File: src/rtl/serial_adder.sv
// rtl/serial_adder.sv - bit-serial LSB-first adder with start/busy/done handshake
module serial_adder #(
    parameter int WIDTH = 4
) (
    input  logic             clk,
    input  logic             rst_n,
    input  logic             START,
    input  logic             CIN,
    input  logic [WIDTH-1:0] A,
    input  logic [WIDTH-1:0] B,
    output logic             BUSY,
    output logic             DONE,
    output logic [WIDTH-1:0] SUM,
    output logic             COUT
);

    localparam int CW = $clog2(WIDTH);

    typedef enum logic {
        S_IDLE,
        S_ADD
    } state_t;

    state_t           r_state;
    logic [WIDTH-1:0] r_a;
    logic [WIDTH-1:0] r_b;
    logic [WIDTH-1:0] r_res;
    logic             r_c;
    logic [CW-1:0]    r_cnt;

    logic             w_s;
    logic             w_c_next;
    logic [WIDTH-1:0] w_res_next;

    // Single full-adder cell working on the current LSBs.
    assign w_s        = r_a[0] ^ r_b[0] ^ r_c;
    assign w_c_next   = (r_a[0] & r_b[0]) | (r_a[0] & r_c) | (r_b[0] & r_c);
    assign w_res_next = {w_s, r_res[WIDTH-1:1]};

    always_ff @(posedge clk or negedge rst_n) begin
        if (!rst_n) begin
            r_state <= S_IDLE;
            r_a     <= '0;
            r_b     <= '0;
            r_res   <= '0;
            r_c     <= 1'b0;
            r_cnt   <= '0;
            BUSY    <= 1'b0;
            DONE    <= 1'b0;
            SUM     <= '0;
            COUT    <= 1'b0;
        end else begin
            case (r_state)
                S_IDLE: begin
                    DONE <= 1'b0;
                    if (START) begin
                        r_a     <= A;
                        r_b     <= B;
                        r_c     <= CIN;
                        r_res   <= '0;
                        r_cnt   <= '0;
                        BUSY    <= 1'b1;
                        r_state <= S_ADD;
                    end
                end
                S_ADD: begin
                    r_a   <= r_a >> 1;
                    r_b   <= r_b >> 1;
                    r_c   <= w_c_next;
                    r_res <= w_res_next;
                    r_cnt <= r_cnt + CW'(1);
                    // SUM/COUT only move here so the partial result stays hidden.
                    if (r_cnt == CW'(WIDTH - 1)) begin
                        SUM     <= w_res_next;
                        COUT    <= w_c_next;
                        DONE    <= 1'b1;
                        BUSY    <= 1'b0;
                        r_state <= S_IDLE;
                    end
                end
                default: begin
                    r_state <= S_IDLE;
                    BUSY    <= 1'b0;
                    DONE    <= 1'b0;
                end
            endcase
        end
    end

endmodule
File: config.mk
export PLATFORM = sky130hd
export DESIGN_NAME = serial_adder
export DESIGN_NICKNAME = d
export VERILOG_FILES = /design/src/rtl/serial_adder.sv
export SDC_FILE = /design/constraint.sdc
export NUM_CORES = 1
export LEC_CHECK = 0
export ABC_AREA = 1
export BUFFER_PORTS_ARGS = -buffer_cell sky130_fd_sc_hd__buf_2
export CORE_MARGIN = 2
export CORE_UTILIZATION = 56
export DETAILED_ROUTE_END_ITERATION = 8
export GPL_ROUTABILITY_DRIVEN = 0
export PLACE_DENSITY = 0.79
export SETUP_SLACK_MARGIN = 0.02
export SYNTH_ARGS = -nofsm -noshare
export SYNTH_HDL_FRONTEND = slang
export SYNTH_SLANG_ARGS = --single-unit
File: constraint.sdc
create_clock -name clk -period 2.6 [get_ports clk]
set_input_delay 0.13 -clock clk [delete_from_list [all_inputs] [get_ports clk]]
set_output_delay 0.13 -clock clk [all_outputs]
set_load 0.01 [all_outputs]
==> results by stage, run 1 <==
CTS:
- After clock tree synthesis, the clock-pin slew on the worst setup and hold paths is 0.12 ns.
- The TritonCTS clock tree is yes.
- The maximum root-to-sink buffer count is 2.
- CTS saw 22 sinks.
- CTS built an H-tree with a depth of 1.
- The clock latency of the later-clocked register in the worst-skew pair is 0.31 ns.
- The clock tree root driver cell is sky130_fd_sc_hd__clkbuf_4.
- The number of post-CTS setup repair buffers is 0.
- The total clock buffers created by CTS is 3.

Synthesis:
- Of the total synthesized cell area, the portion taken by XOR and XNOR cells is 0.
- Counting every net in the synthesized netlist gives 112.
- For this run, the register share of the synthesized area comes to 0.589.
- The post-synthesis compound-gate area fraction is 0.0469.
- The post-synthesis sequential element count is 22.
- The count of yosys warnings during synthesis is 0.
- The largest family of logic cells by synthesized area is simple AND/OR/NAND/NOR gates.
- Of the total synthesized cell area, the portion taken by AND, OR, NAND and NOR gates is 0.262.
- The cell count after synthesis came out at 98.
- Averaged over all synthesized cells, the footprint is 9.54 um2.
- The number of unique standard cell types used by synthesis is 17.
- The mux cell area share after synthesis is 0.
- The adder-cell share of the synthesized area is 0.0348.
- Summing every instance area after synthesis gives 935 um2.

Floorplan:
- The initial core utilization is 0.606.
- The area of the core is 1540 um2.
- After floorplanning, the core was divided into 14 placement rows.
- In this run the vertical extent of the chip is 44.9 um.
- The floorplan die width is 44.9 um.
- During I/O placement, the number of pins put on the boundary was 19.
- The die covers 2010 um2.

Worst setup path:
- The nature of the critical path startpoint is a register.
- The slack of the worst reg-to-reg path is 1.23 ns.
- The required time at the endpoint of the critical path is 2.80 ns.
- The type of the setup path with the least slack is reg2reg.
- Data on the critical path arrives at its endpoint at 1.57 ns.
- In this run the worst path has a maximum fanout of 14.
- The worst setup path is captured at a register.

STA:
- The minimum period implied by the final worst setup slack is 1.37 ns.
- Setup violations remaining at the end of the flow were counted as 0.
- At the pin with the least slew margin, the transition time is 0.491 ns.
- Derived from the worst setup path, the maximum achievable clock frequency is 0.730 GHz.
- The share of the cycle needed by the critical path after routing is 0.527.
- The summed negative setup slack over all endpoints is 0 ns.
- The total count of hold-check failures in the final report is 0.
- The count of final max-slew check failures was 0.
- In this run the tightest slew margin relative to its limit is 0.673.
- On the final layout, the worst clock skew is 0.00525 ns.
- Setup repair after global routing left no endpoint under its margin.

Global route:
- The global route total overflow is 0.
- The initial antenna violation count was 0.
- The global-route wire length before repair is 2780 um.
- The pin count of the biggest net entering global routing is 23.
- In the global route stage, overall resource usage came out at 0.194.
- The via count of the first global-routing pass is 639.

Power and ir drop:
- The maximum ir drop on the vdd rail is 0.615 mV.
- The portion of total power attributed to sequential cells is 0.513.
- Of the total power, the share spent switching nets is 0.372.
- Internal power comes to 703 uW.
- The cell area power density is 1070 nW/um2.
- Of the total power, combinational logic draws 0.320.
- In this run the power spent charging and discharging nets is 417 uW.
- The clock network fraction of design power is 0.166.
- For this design the static power due to leakage is 0.567 nW.

Run:
- The number of maximum-capacitance violations is 0.

Routing:
- The via count is 712.
- The antenna violation net count after detailed routing is 0.
- The first TritonRoute pass finished after 6 iterations.
- For this block, the initial DRC count from the detailed router was 24.
- In the final routed layout, each cell accounts on average for 12.1 um.
- The total wirelength of the detailed-routed design is 1610 um.
- For this run, design rule violations remaining after detail routing come to 0.
- The average vias per placed instance is 5.35.

Finish:
- At the end of the flow the core is filled with cells to 0.682.
- The finished layout holds 133 standard cells, fillers aside.
- In the final layout, the share of cells above drive strength 1 is 0.222.
- After the last flow step, the layout net total stands at 132.
- The multi-input logic area is 322 um2.
- The antenna diode count is 0.
- The sequential cells in the finished layout cover a total of 551 um2.
- The number of fill cells is 131.
- From synthesis to final layout, the design area changed by 12.5%.

Placed design:
- The estimated wirelength of the detail-placed design is 1080 um.
- The cell count after placement is 128.
- Input and output buffers added on the ports amount to 18.

Hold path:
- The type of the worst min-delay path is in2reg.

Run status:
- The run finished with clean final reports.
## sequential cells by signal (all words and copies together), names as in the netlist
name,flops
SUM,4
r_a,4
r_b,4
r_res,3
r_cnt,2
BUSY,1
COUT,1
DONE,1
r_c,1
r_state,1
## worst max-delay path, stage by stage, from the launching register on
cell	delay, ns
sky130_fd_sc_hd__dfrtp_1	0.67
sky130_fd_sc_hd__inv_1	0.34
sky130_fd_sc_hd__nand3_1	0.15
sky130_fd_sc_hd__nand3_1	0.09
## synthesized netlist by cell type
cell                       count  share of area
sky130_fd_sc_hd__nand2_4       1          0.012
sky130_fd_sc_hd__ha_1          1          0.013
sky130_fd_sc_hd__nor2_4        1          0.012
sky130_fd_sc_hd__o21ai_0       3          0.016
sky130_fd_sc_hd__dfrtp_1      22           0.59
sky130_fd_sc_hd__o21ai_2       1         0.0094
sky130_fd_sc_hd__nand2_1      37           0.15
sky130_fd_sc_hd__inv_2         1         0.0040
sky130_fd_sc_hd__clkbuf_8      1          0.015
sky130_fd_sc_hd__fa_1          1          0.021
sky130_fd_sc_hd__nand3_1      16          0.086
sky130_fd_sc_hd__a21oi_1       1         0.0053
sky130_fd_sc_hd__inv_1         5          0.020
sky130_fd_sc_hd__nor2_1        1         0.0040
sky130_fd_sc_hd__buf_4         2          0.016
sky130_fd_sc_hd__o21ai_1       3          0.016
sky130_fd_sc_hd__buf_6         1          0.012
## path summary, 6_finish.rpt
| kind | startpoint | endpoint | cells after the start |
|---|---|---|---|
| worst max-delay path | r_state | r_a[0] | 3 |
| worst max register to register | r_state | r_a[0] | 3 |
| min in group asynchronous | rst_n | SUM[0] | 2 |
| worst min-delay path | A[3] | r_a[3] | 3 |
| max in group asynchronous | rst_n | r_cnt[1] | 2 |
| worst min register to register | r_res[1] | SUM[0] | 2 |
## power groups by stage
stage,clock (mW),sequential (mW),combinational [mW]
detailed placement,0,0.580,0.360
global placement,0,0.576,0.348
finish,0.186,0.575,0.359
floorplan,0,0.572,0.273
global route,0.203,0.592,0.416
CTS,0.189,0.575,0.365
## metal layers
layer | share of wire | global-route usage
met5 | 0 | 0
met4 | 0.012 | 0.0882
met3 | 0.073 | 0.0480
met2 | 0.47 | 0.304
met1 | 0.44 | 0.257
## kinds of logic after synthesis
family | Yosys count
AOI/OAI and AO/OA | 8
adders and majority gates | 2
buffers and inverters | 10
DFF | 22
and+or+nand+nor | 56
## through the flow
step	setup slack (ns)	instance area (um2)	hold WS (ns)	total power, mW
after global routing	1.13	1050	0.0597	1.21
after global placement	1.34	1000	0.112	0.924
final	1.23	1050	0.0481	1.12
after detailed placement	1.27	1000	0.117	0.940
after floorplan	1.46	935	-0.166	0.845
after CTS	1.23	1050	0.0489	1.13
## placed cells by master (no fill, tap or decap), drive strengths merged
cell	count
fa	1
dfrtp	22
clkbuf	4
nand3	16
a21oi	1
o21ai	7
nor2	2
buf	18
ha	1
dlygate4sd3	1
nand2	38
inv	6
## what timing repair did
action | CTS | global route
gates resized for setup | 0 | 0
hold buffers | 1 | 0
hold endpoints to repair | 22 | 0
## area by class of cell
cell class,instances,area share
clock buffer,4,0.0345
timing repair buffer,19,0.0952
tap,16,0.0190
multi-input combinational,66,0.306
inverter,6,0.0214
sequential,22,0.524
Power figures use the tool's default switching activity.
==> run 2: changes to the inputs <==
--- a/config.mk
+++ b/config.mk
@@ -8,10 +8,10 @@
 export ABC_AREA = 1
 export BUFFER_PORTS_ARGS = -buffer_cell sky130_fd_sc_hd__buf_2
 export CORE_MARGIN = 2
-export CORE_UTILIZATION = 56
+export CORE_UTILIZATION = 47
 export DETAILED_ROUTE_END_ITERATION = 8
 export GPL_ROUTABILITY_DRIVEN = 0
-export PLACE_DENSITY = 0.79
+export PLACE_DENSITY = 0.71
 export SETUP_SLACK_MARGIN = 0.02
 export SYNTH_ARGS = -nofsm -noshare
 export SYNTH_HDL_FRONTEND = slang
==> constraint.sdc (replaced) <==
create_clock -name clk -period 1.2 [get_ports clk]
set_input_delay 0.06 -clock clk [delete_from_list [all_inputs] [get_ports clk]]
set_output_delay 0.06 -clock clk [all_outputs]
set_load 0.01 [all_outputs]
==> results by stage, run 2 (synthesized netlist as in run 1, its figures left out) <==
STA:
- Setup repair after global routing could not meet its margin everywhere.
- The relative slew slack is 0.680.
- The total count of hold-check failures in the final report came to 0.
- The minimum period implied by the final worst setup slack is 1.20 ns.
- The final setup violation count is 0.
- Clock skew on the completed layout was measured at 0.00434 ns.
- For the pin with the worst max-slew slack, the measured transition is 0.480 ns.
- The count of final max-slew check failures is 0.
- Derived from the worst setup path, the maximum achievable clock frequency is 0.833 GHz.
- The post-route worst hold slack is 0.0187 ns.
- The share of the cycle needed by the critical path after routing is 1.00.

Power and ir drop:
- The cell area power density is 2180 nW/um2.
- The maximum ir drop on the vdd rail is 1.01 mV.
- The analysis attributes to cell leakage a power of 0.615 nW.

Floorplan:
- For this configuration, the core starts out at a cell density of 0.486.
- The region available for standard cell placement spans 1920 um2.
- The floorplan die width is 48.6 um.
- The number of rows created at floorplan is 16.
- The floorplan step set the die height to 48.6 um.
- The boundary pin count is 19.
- The die outline area is 2360 um2.

Worst setup path:
- The arrival time at the worst endpoint is 1.44 ns.
- The nature of the critical path startpoint is a register.
- The required time at the endpoint of the critical path is 1.45 ns.
- The peak fanout along the critical path is 2.
- The most critical setup path has its startpoint at r_a[0].
- The reg-to-reg critical path startpoint is r_a[0].
- The type of the setup path with the least slack is reg2reg.
- The endpoint class of the critical path is a register.

Hold path:
- The worst hold path startpoint is A[2].
- The type of the worst min-delay path is in2reg.

Global route:
- The global-route wire length before repair is 3260 um.
- The via count of the first global-routing pass came to 710.
- Entering global routing, the biggest net connects 23 pins.
- The initial antenna violation count is 0.
- In the global route stage, overall resource usage came out at 0.191.
- Summed over all layers, the global routing overflow is 0.

Routing:
- The total wirelength of the detailed-routed design is 1790 um.
- The average vias per placed instance is 4.71.
- The number of design-rule violations left by the first detailed-router iteration is 12.
- The count of nets left with antenna violations once routing finished came out at 0.
- The detailed router placed 726 vias in this run.
- The residual DRC count is 0.
- Dividing the detail-routed wire length by the instance count gives 11.6 um.
- The detailed-routing iteration count for the pre-antenna-repair pass is 6.

Run status:
- The run finished with clean final reports.

CTS:
- For the worst-skew pair, the clock arrives at the later sink with an insertion delay of 0.31 ns.
- CTS built an H-tree with a depth of 1.
- The clock-pin slew reported for the worst setup and hold paths after clock tree synthesis is 0.12 ns.
- In this run the deepest clock path goes through 2 buffers.
- The number of sinks driven by the clock tree is 22.
- TritonCTS built the clock tree.
- The clock tree root driver cell is sky130_fd_sc_hd__clkbuf_4.
- The total clock buffers created by CTS is 3.

Finish:
- The number of fill cells is 184.
- The multi-input logic area is 325 um2.
- The largest registers in the layout are SUM: 4 flops, r_a: 4 flops, r_b: 4 flops.
- The most frequent standard cell in the layout excluding fill and tap cells is sky130_fd_sc_hd__nand2_1.
- The signed area change from the synthesized netlist to the final layout is 25.8%.
- The repair_antennas step left the layout with diodes totalling 0.
- The ratio of cells with drive above 1 in the final layout is 0.236.
- The storage element area is 551 um2.
- The core utilization of the finished layout is 0.612.
- Leaving out fill and tap cells, the most frequent cells in the layout are sky130_fd_sc_hd__nand2_1 (37), sky130_fd_sc_hd__dfrtp_1 (22), sky130_fd_sc_hd__buf_2 (18), sky130_fd_sc_hd__nand3_1 (16), sky130_fd_sc_hd__dlygate4sd3_1 (9).
- The net count of the finished layout is 142.

Placed design:
- Port buffering added 18 buffers.
- The estimated wirelength of the detail-placed design is 1210 um.

Run:
- The tool flagged a number of max-cap violations equal to 0.
## run 2: where the power goes
group | leakage (nW) | switching, mW | internal (mW)
clock | 0.0210 | 0.226 | 0.185
sequential | 0.283 | 0.168 | 1.03
combinational | 0.311 | 0.545 | 0.409
total | 0.615 | 0.939 | 1.63
## run 2: worst max-delay path, cell delays in order (launching register included)
cell	delay (ns)
sky130_fd_sc_hd__dfrtp_1	0.42
sky130_fd_sc_hd__fa_1	0.55
sky130_fd_sc_hd__inv_2	0.04
sky130_fd_sc_hd__o21ai_1	0.12
## run 2: path summary, 6_finish.rpt
check / end / slack (ns) / cells past startpoint
max: r_res[3] / 0.0002 / 3
min: r_a[2] / 0.02 / 3
max reg2reg: r_res[3] / 0.0002 / 3
min reg2reg: SUM[0] / 0.48 / 2
max in group asynchronous: r_c / 0.65 / 2
min in group asynchronous: SUM[0] / 0.22 / 2
## run 2: metrics by stage
step	instance area, um2	setup TNS, ns	setup WS [ns]	total power, mW	instances
finish	1180	0	0.000210	2.56	154
global route	1180	-0.0461	-0.0215	2.81	154
CTS	1160	0	0.0159	2.56	153
detailed placement	1050	0	0.0136	2.12	141
global placement	1050	0	0.0573	2.07	141
floorplan	935	0	0.0615	1.83	98
## run 2: repair_timing
action / 4_1_cts / 5_1_grt
hold buffers: 8 / 1
setup endpoints to repair: 2 / 3
pin swaps: 1 / 1
resized for setup: 1 / 2
endpoints found under the hold margin: 29 / 1
setup buffers: 0 / 0
## run 2: final cells by class
cell class	instances	area share
Multi-Input combinational cell	66	0.277
Timing Repair Buffer	29	0.177
Tap cell	27	0.0287
Clock buffer	4	0.0309
Inverter	6	0.0191
Sequential cell	22	0.468
## run 2: layer usage
metal	GRT usage	up-vias	routed length, um
li1	-	372	-
met1	0.224	330	813
met2	0.315	20	850
met3	0.0494	4	72
met4	0.114	0	48
met5	0	-	0
==> run 3: changes to the inputs <==
--- a/config.mk
+++ b/config.mk
@@ -9,8 +9,8 @@
 export BUFFER_PORTS_ARGS = -buffer_cell sky130_fd_sc_hd__buf_2
 export CORE_MARGIN = 2
 export CORE_UTILIZATION = 47
+export CTS_CLUSTER_SIZE = 25
 export DETAILED_ROUTE_END_ITERATION = 8
-export GPL_ROUTABILITY_DRIVEN = 0
 export PLACE_DENSITY = 0.71
 export SETUP_SLACK_MARGIN = 0.02
 export SYNTH_ARGS = -nofsm -noshare
==> constraint.sdc (replaced) <==
create_clock -name clk -period 1 [get_ports clk]
set_input_delay 0.05 -clock clk [delete_from_list [all_inputs] [get_ports clk]]
set_output_delay 0.05 -clock clk [all_outputs]
set_load 0.01 [all_outputs]
==> results by stage, run 3 (synthesized netlist as in run 1, its figures left out) <==
Global route:
- The initial antenna violation count is 0.
- Entering global routing, the biggest net connects 23 pins.
- The global-route wire length before repair is 3270 um.
- The total routing resource utilization after global routing is 0.178.
- The via count of the first global-routing pass came to 782.
- Global routing finished with a remaining overflow of 0.

CTS:
- CTS built an H-tree with a depth of 1.
- Clock latency on the worst-skew pair, taken at its later pin, is 0.30 ns.
- After clock tree synthesis, the clock-pin slew on the worst setup and hold paths is 0.12 ns.
- Counting the buffers created by CTS gives 3.
- The clock tree root driver cell is sky130_fd_sc_hd__clkbuf_4.
- TritonCTS built the clock tree.
- The maximum root-to-sink buffer count is 2.
- The clock net in this run drives a total of 22 sinks.

Finish:
- The most frequent standard cell in the layout excluding fill and tap cells is sky130_fd_sc_hd__nand2_1.
- Summing all non-filler instances in the final layout gives an area of 1270 um2.
- The post-layout net count is 150.
- The library cells used most frequently in the layout, excluding fill and tap cells, are sky130_fd_sc_hd__nand2_1 (35), sky130_fd_sc_hd__dfrtp_1 (21), sky130_fd_sc_hd__buf_2 (18), sky130_fd_sc_hd__nand3_1 (15), sky130_fd_sc_hd__dlygate4sd3_1 (8).
- The antenna diode count is 0.
- The post-route non-filler standard cell count is 162.
- The multi-input logic area is 364 um2.
- The signed area change from the synthesized netlist to the final layout is 36.3%.
- In the final layout, the registers with the most flip-flops are SUM: 4 flops, r_a: 4 flops, r_b: 4 flops.
- In the final layout, the share of cells above drive strength 1 is 0.356.
- Across the whole layout, storage elements account for 552 um2.
- The number of fill cells is 155.

Placed design:
- Once placement finished, the instance area stood at 1090 um2.
- Once placement completed, the tool counted placed cells totaling 148.
- Port buffering added 18 buffers.
- The estimated wirelength of the detail-placed design is 1250 um.
- The final weighted congestion in routability-driven placement is 0.702.

Floorplan:
- The number of rows created at floorplan is 16.
- The initial core utilization is 0.486.
- The die covers 2360 um2.
- In this run the count of I/O pins placed on the die edge is 19.
- The floorplan die width is 48.6 um.
- The die outline height is 48.6 um.
- The area of the core is 1920 um2.

Worst setup path:
- In this run the critical register-to-register path is launched from r_a[0].
- Among all stages on the critical path, the largest delay is contributed by sky130_fd_sc_hd__fa_1.
- The required time at the endpoint of the critical path is 1.24 ns.
- Of all nets on the critical path, the largest fanout is 2.
- Traced cell by cell, the critical path runs through fa_1 > inv_2 > o21ai_2.
- The nature of the critical path startpoint is a register.
- In this design, the largest share of critical-path delay is due to adder cells.
- At the worst endpoint, the arrival time is 1.43 ns.
- The most critical setup path has its startpoint at r_a[0].
- The critical path is of the reg2reg type.
- The endpoint class of the critical path is a register.
- The number of buffers and inverters on the critical path is 1.
- On the worst path, the slowest cell contributes a delay of 0.55 ns.

Power and ir drop:
- The analysis attributes to cell leakage a power of 0.658 nW.
- After layout, the design draws a total of 3.37 mW.
- Power spread over the standard cell area amounts to 2650 nW/um2.
- IR analysis of the VDD net gives a maximum drop of 1.42 mV.

Routing:
- Detailed routing placed a total of 973 um of wire on met2.
- The detailed-routing iteration count for the pre-antenna-repair pass is 4.
- The routed design uses 70 um of met3 wire.
- After detailed routing, the total wire length is 1850 um.
- The average vias per placed instance is 4.71.
- The number of design-rule violations left by the first detailed-router iteration is 13.
- The via count is 763.
- The wire length per cell after detailed routing is 11.4 um.
- The top routing layer in use is met3.
- The residual DRC count is 0.
- In this run the remaining antenna-violating nets after routing total 0.
- In the final routing, the length of wire on met1 measures 807 um.

STA:
- Final hold analysis gives a worst-case slack of 0.00781 ns.
- The worst-case clock skew is 0.00420 ns.
- The highest clock frequency the design can meet is 0.836 GHz.
- At the pin with the least slew margin, the transition time is 0.483 ns.
- The summed negative setup slack over all endpoints is -0.567 ns.
- The relative slew slack is 0.678.
- Setup slack on the critical path of the routed design comes to -0.196 ns.
- The final setup violation count is 5.
- The share of the cycle needed by the critical path after routing is 1.20.
- The count of final max-slew check failures is 0.
- The total count of hold-check failures in the final report is 0.
- The minimum period implied by the final worst setup slack is 1.20 ns.
- Setup repair after global routing could not meet its margin everywhere.

Hold path:
- The path class of the tightest hold or removal check is in2reg.
- In this run the most critical hold path is launched from B[1].

Run:
- The number of maximum-capacitance violations is 0.

Run status:
- The checks that failed: negative setup slack.
- The flow ran to the end, but the final reports show violations.
## run 3: repair_timing
action                                  in CTS  in global routing
cloned                                       1                  0
pin swaps                                    2                  3
setup buffers                                0                  1
hold endpoints to repair                    29                  0
hold buffers                                 8                  0
resized for setup                            1                 18
endpoints found under the setup margin       8                 18
## run 3: tightest hold or removal path, cell delays in order
cell and delay, ns:
sky130_fd_sc_hd__buf_2 0.08, sky130_fd_sc_hd__nand3_1 0.07, sky130_fd_sc_hd__nand3_1 0.08
## run 3: layer usage
| layer | track usage | up-vias |
|---|---|---|
| met5 | 0 | - |
| met4 | 0.0571 | 0 |
| met3 | 0.0278 | 0 |
| met2 | 0.329 | 17 |
| met1 | 0.211 | 360 |
| li1 | - | 386 |
## run 3: report_power, final
group	leakage [nW]	total, mW	internal [mW]	switching (mW)
Clock	0.0210	0.487	0.222	0.265
Sequential	0.282	1.48	1.24	0.235
Combinational	0.355	1.41	0.654	0.753
## run 3: final cells by class
cell class	count	area share
clock buffer	4	0.0285
inverter	6	0.0216
multi-input combinational	67	0.286
tap	27	0.0265
sequential	22	0.433
timing repair buffer	36	0.204
## run 3: path summary, 6_finish.rpt
| kind | to | depth (start not counted) | slack (ns) |
|---|---|---|---|
| min in group asynchronous | r_res[1] | 2 | 0.22 |
| max in group asynchronous | r_state | 2 | 0.43 |
| hold reg to reg | r_b[3] | 2 | 0.48 |
| hold / removal | r_b[1] | 3 | 0.008 |
| setup reg to reg | r_res[3] | 3 | -0.20 |
| setup / recovery | r_res[3] | 3 | -0.20 |
## run 3: stage by stage
stage | setup slack [ns] | util
2_1_floorplan | -0.114 | -
3_3_place_gp | -0.126 | 0.565
3_5_place_dp | -0.178 | 0.565
4_1_cts | -0.204 | 0.630
5_1_grt | -0.228 | 0.663
6_report | -0.196 | 0.663
